--- src/rtl/boot_memory_arbiter_if.sv ---
// Bus bundle between the boot memory arbiter, its two requesters (CPU, loader) and the
// single-port boot memory. The arbiter takes the slave view; requesters and memory take the master view.
interface boot_memory_arbiter_if #(
   parameter int BITS         = 16,
   parameter int ADDRESS_BITS = 8
);
   logic                    CPU_REQ;
   logic                    CPU_WR;
   logic [ADDRESS_BITS-1:0] CPU_ADDRESS;
   logic [BITS-1:0]         CPU_DATA_IN;
   logic                    CPU_GNT;
   logic [BITS-1:0]         CPU_DATA_OUT;
   logic                    CPU_VALID;
   logic                    CPU_HOLD;

   logic                    LDR_REQ;
   logic                    LDR_WR;
   logic [ADDRESS_BITS-1:0] LDR_ADDRESS;
   logic [BITS-1:0]         LDR_DATA_IN;
   logic                    LDR_LOCK;
   logic                    LDR_DONE;
   logic                    LDR_GNT;
   logic [BITS-1:0]         LDR_DATA_OUT;
   logic                    LDR_VALID;

   logic [ADDRESS_BITS-1:0] MEM_ADDRESS;
   logic [BITS-1:0]         MEM_DATA_IN;
   logic                    MEM_WR;
   logic [BITS-1:0]         MEM_DATA_OUT;

   modport slave (
      input  CPU_REQ, CPU_WR, CPU_ADDRESS, CPU_DATA_IN,
      output CPU_GNT, CPU_DATA_OUT, CPU_VALID, CPU_HOLD,
      input  LDR_REQ, LDR_WR, LDR_ADDRESS, LDR_DATA_IN, LDR_LOCK, LDR_DONE,
      output LDR_GNT, LDR_DATA_OUT, LDR_VALID,
      output MEM_ADDRESS, MEM_DATA_IN, MEM_WR,
      input  MEM_DATA_OUT
   );

   modport master (
      output CPU_REQ, CPU_WR, CPU_ADDRESS, CPU_DATA_IN,
      input  CPU_GNT, CPU_DATA_OUT, CPU_VALID, CPU_HOLD,
      output LDR_REQ, LDR_WR, LDR_ADDRESS, LDR_DATA_IN, LDR_LOCK, LDR_DONE,
      input  LDR_GNT, LDR_DATA_OUT, LDR_VALID,
      input  MEM_ADDRESS, MEM_DATA_IN, MEM_WR,
      output MEM_DATA_OUT
   );
endinterface

--- src/rtl/boot_memory_arbiter.sv ---
// Arbitrates the single-port boot memory between the CPU and the boot loader: loader-only fill
// phase after reset, then CPU priority with a loader starvation guard and a loader lock mode.
module boot_memory_arbiter #(
   parameter int BITS          = 16,
   parameter int ADDRESS_BITS  = 8,
   parameter int WAIT_BITS     = 4,
   parameter int MAX_WAIT      = 8,
   parameter int LOAD_ON_RESET = 1
) (
   input logic                   CLK,
   input logic                   RST,
   boot_memory_arbiter_if.slave  bus
);

   typedef enum logic [1:0] {S_LOAD, S_RUN, S_LOCKED} state_t;

   localparam logic [WAIT_BITS-1:0] MAX_W = WAIT_BITS'(MAX_WAIT);

   state_t                  state;
   logic [WAIT_BITS-1:0]    wait_cnt;
   logic                    hold_q;
   logic                    cpu_vld_p1;
   logic                    ldr_vld_p1;

   logic                    cpu_gnt_c;
   logic                    ldr_gnt_c;
   logic [ADDRESS_BITS-1:0] mem_addr_c;
   logic [BITS-1:0]         mem_din_c;
   logic                    mem_wr_c;

   function automatic logic [WAIT_BITS-1:0] sat_inc(input logic [WAIT_BITS-1:0] v);
      return (v == MAX_W) ? v : v + 1'b1;
   endfunction

   // Stage p0: grant decision and memory mux, all combinational in the request cycle
   always_comb begin
      cpu_gnt_c = 1'b0;
      ldr_gnt_c = 1'b0;
      case (state)
         S_LOAD, S_LOCKED: ldr_gnt_c = bus.LDR_REQ;
         S_RUN: begin
            ldr_gnt_c = bus.LDR_REQ && ((wait_cnt == MAX_W) || !bus.CPU_REQ);
            cpu_gnt_c = bus.CPU_REQ && !ldr_gnt_c;
         end
         default: ;
      endcase
   end

   always_comb begin
      mem_addr_c = bus.CPU_ADDRESS;
      mem_din_c  = bus.CPU_DATA_IN;
      mem_wr_c   = 1'b0;
      if (ldr_gnt_c) begin
         mem_addr_c = bus.LDR_ADDRESS;
         mem_din_c  = bus.LDR_DATA_IN;
         mem_wr_c   = bus.LDR_WR;
      end else if (cpu_gnt_c) begin
         mem_wr_c   = bus.CPU_WR;
      end
   end

   assign bus.CPU_GNT     = cpu_gnt_c;
   assign bus.LDR_GNT     = ldr_gnt_c;
   assign bus.MEM_ADDRESS = mem_addr_c;
   assign bus.MEM_DATA_IN = mem_din_c;
   assign bus.MEM_WR      = mem_wr_c;

   // Stage p1: state, starvation counter and read-valid flags track the memory's registered read
   always_ff @(posedge CLK) begin
      if (RST) begin
         state      <= (LOAD_ON_RESET != 0) ? S_LOAD : S_RUN;
         hold_q     <= (LOAD_ON_RESET != 0);
         wait_cnt   <= '0;
         cpu_vld_p1 <= 1'b0;
         ldr_vld_p1 <= 1'b0;
      end else begin
         cpu_vld_p1 <= cpu_gnt_c && !bus.CPU_WR;
         ldr_vld_p1 <= ldr_gnt_c && !bus.LDR_WR;
         case (state)
            S_LOAD: begin
               wait_cnt <= '0;
               if (bus.LDR_DONE) begin
                  state  <= S_RUN;
                  hold_q <= 1'b0;
               end
            end
            S_RUN: begin
               hold_q <= 1'b0;
               if (!bus.LDR_REQ || ldr_gnt_c) wait_cnt <= '0;
               else                           wait_cnt <= sat_inc(wait_cnt);
               if (ldr_gnt_c && bus.LDR_LOCK) state <= S_LOCKED;
            end
            S_LOCKED: begin
               hold_q   <= 1'b0;
               wait_cnt <= '0;
               if (!bus.LDR_LOCK) state <= S_RUN;
            end
            default: begin
               state    <= S_RUN;
               hold_q   <= 1'b0;
               wait_cnt <= '0;
            end
         endcase
      end
   end

   assign bus.CPU_HOLD     = hold_q;
   assign bus.CPU_VALID    = cpu_vld_p1;
   assign bus.LDR_VALID    = ldr_vld_p1;
   assign bus.CPU_DATA_OUT = bus.MEM_DATA_OUT;
   assign bus.LDR_DATA_OUT = bus.MEM_DATA_OUT;

endmodule

--- src/flat_wrapper.sv ---
// flat-port wrapper written by rule: the top's interface ports become plain ports
module boot_memory_arbiter_flat 
#(
   parameter int BITS          = 16,
   parameter int ADDRESS_BITS  = 8,
   parameter int WAIT_BITS     = 4,
   parameter int MAX_WAIT      = 8,
   parameter int LOAD_ON_RESET = 1
)
  (CLK, RST, bus_CPU_REQ, bus_CPU_WR, bus_CPU_ADDRESS, bus_CPU_DATA_IN, bus_CPU_GNT, bus_CPU_DATA_OUT, bus_CPU_VALID, bus_CPU_HOLD, bus_LDR_REQ, bus_LDR_WR, bus_LDR_ADDRESS, bus_LDR_DATA_IN, bus_LDR_LOCK, bus_LDR_DONE, bus_LDR_GNT, bus_LDR_DATA_OUT, bus_LDR_VALID, bus_MEM_ADDRESS, bus_MEM_DATA_IN, bus_MEM_WR, bus_MEM_DATA_OUT);
  boot_memory_arbiter_if #(.BITS(BITS), .ADDRESS_BITS(ADDRESS_BITS)) bus_i ();
  input logic CLK;
  input logic RST;
  input wire logic [$bits(bus_i.CPU_REQ)-1:0] bus_CPU_REQ;
  input wire logic [$bits(bus_i.CPU_WR)-1:0] bus_CPU_WR;
  input wire logic [$bits(bus_i.CPU_ADDRESS)-1:0] bus_CPU_ADDRESS;
  input wire logic [$bits(bus_i.CPU_DATA_IN)-1:0] bus_CPU_DATA_IN;
  output wire logic [$bits(bus_i.CPU_GNT)-1:0] bus_CPU_GNT;
  output wire logic [$bits(bus_i.CPU_DATA_OUT)-1:0] bus_CPU_DATA_OUT;
  output wire logic [$bits(bus_i.CPU_VALID)-1:0] bus_CPU_VALID;
  output wire logic [$bits(bus_i.CPU_HOLD)-1:0] bus_CPU_HOLD;
  input wire logic [$bits(bus_i.LDR_REQ)-1:0] bus_LDR_REQ;
  input wire logic [$bits(bus_i.LDR_WR)-1:0] bus_LDR_WR;
  input wire logic [$bits(bus_i.LDR_ADDRESS)-1:0] bus_LDR_ADDRESS;
  input wire logic [$bits(bus_i.LDR_DATA_IN)-1:0] bus_LDR_DATA_IN;
  input wire logic [$bits(bus_i.LDR_LOCK)-1:0] bus_LDR_LOCK;
  input wire logic [$bits(bus_i.LDR_DONE)-1:0] bus_LDR_DONE;
  output wire logic [$bits(bus_i.LDR_GNT)-1:0] bus_LDR_GNT;
  output wire logic [$bits(bus_i.LDR_DATA_OUT)-1:0] bus_LDR_DATA_OUT;
  output wire logic [$bits(bus_i.LDR_VALID)-1:0] bus_LDR_VALID;
  output wire logic [$bits(bus_i.MEM_ADDRESS)-1:0] bus_MEM_ADDRESS;
  output wire logic [$bits(bus_i.MEM_DATA_IN)-1:0] bus_MEM_DATA_IN;
  output wire logic [$bits(bus_i.MEM_WR)-1:0] bus_MEM_WR;
  input wire logic [$bits(bus_i.MEM_DATA_OUT)-1:0] bus_MEM_DATA_OUT;
  assign bus_i.CPU_REQ = bus_CPU_REQ;
  assign bus_i.CPU_WR = bus_CPU_WR;
  assign bus_i.CPU_ADDRESS = bus_CPU_ADDRESS;
  assign bus_i.CPU_DATA_IN = bus_CPU_DATA_IN;
  assign bus_CPU_GNT = bus_i.CPU_GNT;
  assign bus_CPU_DATA_OUT = bus_i.CPU_DATA_OUT;
  assign bus_CPU_VALID = bus_i.CPU_VALID;
  assign bus_CPU_HOLD = bus_i.CPU_HOLD;
  assign bus_i.LDR_REQ = bus_LDR_REQ;
  assign bus_i.LDR_WR = bus_LDR_WR;
  assign bus_i.LDR_ADDRESS = bus_LDR_ADDRESS;
  assign bus_i.LDR_DATA_IN = bus_LDR_DATA_IN;
  assign bus_i.LDR_LOCK = bus_LDR_LOCK;
  assign bus_i.LDR_DONE = bus_LDR_DONE;
  assign bus_LDR_GNT = bus_i.LDR_GNT;
  assign bus_LDR_DATA_OUT = bus_i.LDR_DATA_OUT;
  assign bus_LDR_VALID = bus_i.LDR_VALID;
  assign bus_MEM_ADDRESS = bus_i.MEM_ADDRESS;
  assign bus_MEM_DATA_IN = bus_i.MEM_DATA_IN;
  assign bus_MEM_WR = bus_i.MEM_WR;
  assign bus_i.MEM_DATA_OUT = bus_MEM_DATA_OUT;
  boot_memory_arbiter #(.BITS(BITS), .ADDRESS_BITS(ADDRESS_BITS), .WAIT_BITS(WAIT_BITS), .MAX_WAIT(MAX_WAIT), .LOAD_ON_RESET(LOAD_ON_RESET)) u_core (.CLK(CLK), .RST(RST), .bus(bus_i));
endmodule
--- config.mk ---
export PLATFORM = sky130hd
export DESIGN_NAME = boot_memory_arbiter_flat
export DESIGN_NICKNAME = d
export VERILOG_FILES = /design/src/rtl/boot_memory_arbiter_if.sv /design/src/rtl/boot_memory_arbiter.sv /design/src/flat_wrapper.sv
export SDC_FILE = /design/constraint.sdc
export NUM_CORES = 1
export LEC_CHECK = 0
export CELL_PAD_IN_SITES_DETAIL_PLACEMENT = 0
export CELL_PAD_IN_SITES_GLOBAL_PLACEMENT = 1
export CORE_MARGIN = 5
export CORE_UTILIZATION = 15
export CTS_CLUSTER_DIAMETER = 100
export CTS_CLUSTER_SIZE = 10
export DETAILED_ROUTE_END_ITERATION = 12
export PLACE_DENSITY_LB_ADDON = 0.2
export SLEW_MARGIN = 20
export SYNTH_ARGS = -nofsm -noshare
export SYNTH_HDL_FRONTEND = slang
export SYNTH_SLANG_ARGS = --single-unit
--- constraint.sdc ---
create_clock -name CLK -period 1.49 [get_ports CLK]
set_input_delay 0.149 -clock CLK [delete_from_list [all_inputs] [get_ports CLK]]
set_output_delay 0.149 -clock CLK [all_outputs]
set_load 0.1 [all_outputs]
## Word level (Yosys, flattened, before mapping)

Index checks and enable logic that the tools add are counted.

- Add/subtract/negate cells: 1
- Equality and inequality tests: 6
- Mux-type cells: 12
- Bitwise gates (word level): 1
- Reduce and logical (&&, ||, !) cells: 16

Operators by type and width:

| cell | number |
|---|---|
| 2-to-1 mux 16 bit | 1 |
| 2-to-1 mux 8 bit | 1 |
| 2-to-1 mux 2 bit | 3 |
| one-hot mux 2 bit (3 select lines) | 1 |
| logical AND 1 bit | 5 |
| logical NOT 1 bit | 5 |
| 2-to-1 mux 1 bit | 5 |
| adder 4 x 1 -> 4 bit, second input constant | 1 |
| == test 4 bit, second input constant | 1 |
| inequality test 2 bit, second input constant | 2 |
| AND reduction 3 bit | 1 |
| OR reduction 3 bit | 1 |
| == test 2 x 1 -> 1 bit, second input constant | 1 |
| == test 2 bit, second input constant | 1 |
| logical NOT 2 bit | 1 |
| logical OR 1 bit | 2 |
| inequality test 2 x 1 -> 1 bit, second input constant | 1 |
| one-hot mux 1 bit (2 select lines) | 1 |
| OR reduction 2 bit | 1 |
| NOT 1 bit | 1 |

- Flip-flop bits (word level): 9
- Input port bits: 72
- Word-level logic and storage cells: 41

## Depth between registers and ports, before layout

- Depth after elaboration: 8
- Depth in mapped cells: 7

## Worst setup path before layout

OpenSTA, ideal clock, no wires.

- Kind: reg-to-output
- Start: register u_core.wait_cnt[0]
- End: output bus_MEM_WR
- Arrival time: 3365 ps
- Setup slack: -2024 ps
- Cell stages (with the launch flop): 6
- Path buffers: 0
- Cells stage by stage: dfxtp_1 -> inv_1 -> ha_1 -> and3b_1 -> a21oi_1 -> a22o_1

- Word-level cells in the longest chain between the ends: 8

RTL lines:

| element | line | RTL |
|---|---|---|
| from (decl) | boot_memory_arbiter.sv:20 | `logic [WAIT_BITS-1:0] wait_cnt;` |
| from (signal assigned) | boot_memory_arbiter.sv:90 | `else wait_cnt <= sat_inc(wait_cnt);` |
| == test 4 bit | boot_memory_arbiter.sv:42 | `ldr_gnt_c = bus.LDR_REQ && ((wait_cnt == MAX_W) \|\| !bus.CPU_REQ);` |
| logical OR 1 bit | boot_memory_arbiter.sv:42 |  |
| logical AND 1 bit | boot_memory_arbiter.sv:42 |  |
| logical NOT 1 bit | boot_memory_arbiter.sv:43 | `cpu_gnt_c = bus.CPU_REQ && !ldr_gnt_c;` |
| logical AND 1 bit | boot_memory_arbiter.sv:43 |  |
| 2-to-1 mux 1 bit | boot_memory_arbiter.sv:39 | `case (state)` |
| via bus_CPU_GNT | flat_wrapper.sv:18 | `output wire logic [$bits(bus_i.CPU_GNT)-1:0] bus_CPU_GNT;` |
| 2-to-1 mux 1 bit | boot_memory_arbiter.sv:57 | `end else if (cpu_gnt_c) begin` |
| 2-to-1 mux 1 bit | boot_memory_arbiter.sv:53 | `if (ldr_gnt_c) begin` |
| to (decl) | flat_wrapper.sv:33 | `output wire logic [$bits(bus_i.MEM_WR)-1:0] bus_MEM_WR;` |

The timed path passes the listed nets, and every way through them passes these cells.

## Final worst setup path

- Start: register u_core.wait_cnt[1]
- End: output bus_MEM_DATA_IN[12]

- Word-level cells in the longest chain between the ends: 5

RTL lines:

| element | line | RTL |
|---|---|---|
| == test 4 bit | boot_memory_arbiter.sv:42 |  |
| logical OR 1 bit | boot_memory_arbiter.sv:42 |  |
| logical AND 1 bit | boot_memory_arbiter.sv:42 |  |
| one-hot mux 1 bit (2 select lines) | boot_memory_arbiter.sv:39 |  |
| 2-to-1 mux 16 bit | boot_memory_arbiter.sv:53 |  |
| to (decl) | flat_wrapper.sv:32 | `output wire logic [$bits(bus_i.MEM_DATA_IN)-1:0] bus_MEM_DATA_IN;` |

Every way passes these cells.

==> impl_metrics.py <==
metrics = {
    "die": {
        "core_sq_um": 7180,
        "die_w_microns": 95.5,
        "rows": 31,
        "die_area_sq_um": 9130,
        "initial_core_util_pct": 15.3,
        "die_h_microns": 95.5,
        "io_pins": 134,
    },
    "cells_and_area": {
        "synthToLayoutAreaGrowth_pct": 114,
        "fin_cells": 277,
        "drive_gt1_share_pct": 51.7,
        "final_core_util_pct": 32.8,
        "antennaDiodeCount": 0,
        "finish.net_count": 253,
    },
    "sta": {
        "hold_viol": 0,
        "tightest_slew_ps": 301,
        "fin_crit_ps": 1960,
        "worst_hold_slack_ps": 298,
        "rsz0062_at_grt": "yes",
        "slew_violations": 0,
        "max_slew_margin_pct": 80.0,
        "fin_ws_ps": -472,
        "finalSetupViolations": 28,
        "finalClockSkew_ps": 4.52,
        "period_share_pct": 132,
        "max_freq_mhz": 510,
    },
    "route": {
        "wl_per_cell_microns": 14.7,
        "drc": 0,
        "ant_nets": 0,
        "drt_wl_total_microns": 4070,
        "drt_iter0_drc": 19,
        "viasPerCell": 3.64,
        "route.vias.total": 1009,
        "first_pass_iters": 4,
    },
    "synth": {
        "synth.distinct_cells": 30,
        "seq_area_frac_synth_pct": 16.4,
        "synth_warnings": 0,
        "postSynthAreaPerCell_sq_um": 10.3,
        "synth.cell_area_sq_um": 1100,
        "synth_seq_cells": 9,
        "syn-num-nets": 181,
        "synth_cells": 107,
    },
    "pwr": {
        "pwr-share-comb_pct": 68.8,
        "seqPwrFrac_pct": 14.6,
        "p_switching_w": 0.000783,
        "total_leakage_power_nw": 0.980,
        "clock_power_share_pct": 16.6,
        "p_per_area_nw_per_um2": 742,
        "p_int_w": 0.000962,
        "swShare_pct": 44.9,
        "ir_drop_v": 0.000320,
    },
    "grt": {
        "grt_max_degree": 27,
        "overflow": 0,
        "grt_pass1_vias": 1076,
        "gr-usage-all-layers_pct": 8.35,
        "antenna_found_initial": 0,
        "grt_first_pass_wirelength_microns": 5800,
    },
    "clocking": {
        "clk_latency_ps": 230,
        "ctsHoldBuffers": 0,
        "htreeDepth": 1,
        "path_clk_slew_ps": 50,
        "cts_buffers": 3,
        "cts.sink_count": 9,
        "clk_path_buf_depth": 2,
        "clock-root-buffer": "clkbuf_8",
        "cts_tree": "done",
    },
    "setup_path": {
        "crit_fanout": 26,
        "crit_path_end_kind": "output pin",
        "cp-start-kind": "flop",
        "cp.arrival_ps": 1810,
        "crit_type": "reg -> out",
        "crit_required_ps": 1340,
    },
    "outcome": {
        "status": "complete, but fails checks",
        "violations": "negative setup slack",
    },
    "placement": {
        "gp_congestion": 0.784,
        "post-dp-hpwl_microns": 3640,
        "dp.cells": 270,
        "numPortBuffers": 85,
    },
    "job": {
        "cap_violations": 0,
    },
    "hold_path": {
        "min_path_type": "in -> out",
    },
}
worst max-delay path, cell delays in order (launching register included):
cell	delay, ps
dfxtp_2	320
inv_2	60
ha_4	150
nand4bb_4	120
a21boi_4	170
buf_12	230
mux2_4	340
buf_12	170
per-stage QoR:
stage                     area, sq um  setup slack [ps]  power [W]  TNS (ps)
after floorplan                  1170              -421    0.00137     -4600
after global placement           2270              -437    0.00146    -11380
after detailed placement         2270              -460    0.00147    -11980
after CTS                        2340              -500    0.00177    -12880
after global routing             2350              -558    0.00180    -14680
final                            2350              -472    0.00174    -12210
path summary, 6_finish.rpt:
path | from | to | slack, ps | cells after the start
hold reg to reg | u_core.wait_cnt[1] | u_core.wait_cnt[1] | 590 | 3
hold / removal | bus_MEM_DATA_OUT[12] | bus_LDR_DATA_OUT[12] | 300 | 0
setup reg to reg | u_core.wait_cnt[1] | u_core.bus.LDR_VALID | -50 | 8
setup / recovery | u_core.wait_cnt[1] | bus_MEM_DATA_IN[12] | -470 | 7
state kept, by name, indices dropped and copies added, names as in the netlist:
| signal | cells |
|---|---|
| u_core.bus.CPU_HOLD | 1 |
| u_core.bus.CPU_VALID | 1 |
| u_core.bus.LDR_VALID | 1 |
| u_core.state | 2 |
| u_core.wait_cnt | 4 |
cells by family (layout without fill, tap and decap cells):
kind of cell	Yosys count	in the layout	synth area share, %
flip-flops	9	9	16.4
XOR/XNOR	3	3	2.39
multiplexers	24	24	30.1
adder cells (fa/ha/maj)	2	2	2.28
AO/OA/AOI/OAI	9	9	6.16
buffers and inverters	39	110	28.6
AND/OR/NAND/NOR	21	21	14.0
cells in the final DEF (no fill, tap or decap), types with 2 or more instances in the layout:
master	n
dfxtp_2	2
nand3_1	2
nand2_1	5
clkdlybuf4s50_1	55
nor3b_2	2
buf_4	16
clkbuf_8	3
nand3b_1	2
buf_12	31
dfxtp_1	7
a21oi_1	2
mux2_4	24
nor2_1	2
inv_2	2
power by group through the flow:
stage          Combinational, W  Clock (W)  Sequential, W
6_report                0.00120   0.000290       0.000254
5_1_grt                 0.00123   0.000314       0.000255
4_1_cts                 0.00121   0.000305       0.000255
3_5_place_dp            0.00121          0       0.000260
3_3_place_gp            0.00120          0       0.000259
2_1_floorplan           0.00108          0       0.000286
synthesized netlist by cell type:
library cell / count / area, sq um
a21oi_1: 3 / 15.0
nand2b_1: 1 / 6.26
nand4bb_4: 1 / 27.5
a22o_1: 1 / 8.76
a21boi_2: 1 / 11.3
a221oi_1: 1 / 8.76
and4bb_2: 1 / 12.5
mux2_2: 8 / 90.1
inv_1: 3 / 11.3
nand3b_1: 2 / 15.0
a211o_2: 1 / 10.0
ha_1: 2 / 25.0
nor2_1: 2 / 7.51
o21a_2: 1 / 8.76
or2_2: 1 / 6.26
nor3b_2: 1 / 12.5
nor3b_1: 2 / 15.0
nor3_1: 1 / 5.00
buf_12: 2 / 40.0
o21ai_0: 1 / 5.00
xnor2_1: 2 / 17.5
xor2_1: 1 / 8.76
nor4b_1: 1 / 8.76
mux2_4: 16 / 240
nand3_1: 2 / 10.0
dfxtp_1: 9 / 180
nand2_1: 5 / 18.8
buf_6: 2 / 22.5
buf_4: 32 / 240
and3b_1: 1 / 8.76
per-layer routing:
layer  GRT usage [%]  wire, microns  vias to the layer above
li1                -              -                      480
met1            7.76           1370                      466
met2            16.6           2180                       59
met3            4.10            488                        4
met4            1.07             32                        0
met5               0              0                        -
final cells by class:
type,count,area (sq um)
clock buffer,4,45.0
timing repair buffer,103,1300
multi-input combinational,59,687
inverter,3,11.3
fill,726,4820
tap,99,124
sequential,9,183
repair_timing:
item | CTS | global route
pin swaps | 2 | 2
resized for setup | 1 | 1
gates cloned | 0 | 0
endpoints found under the setup margin | 28 | 28
buffers inserted | 2 | 1
Power figures use the tool's default switching activity.
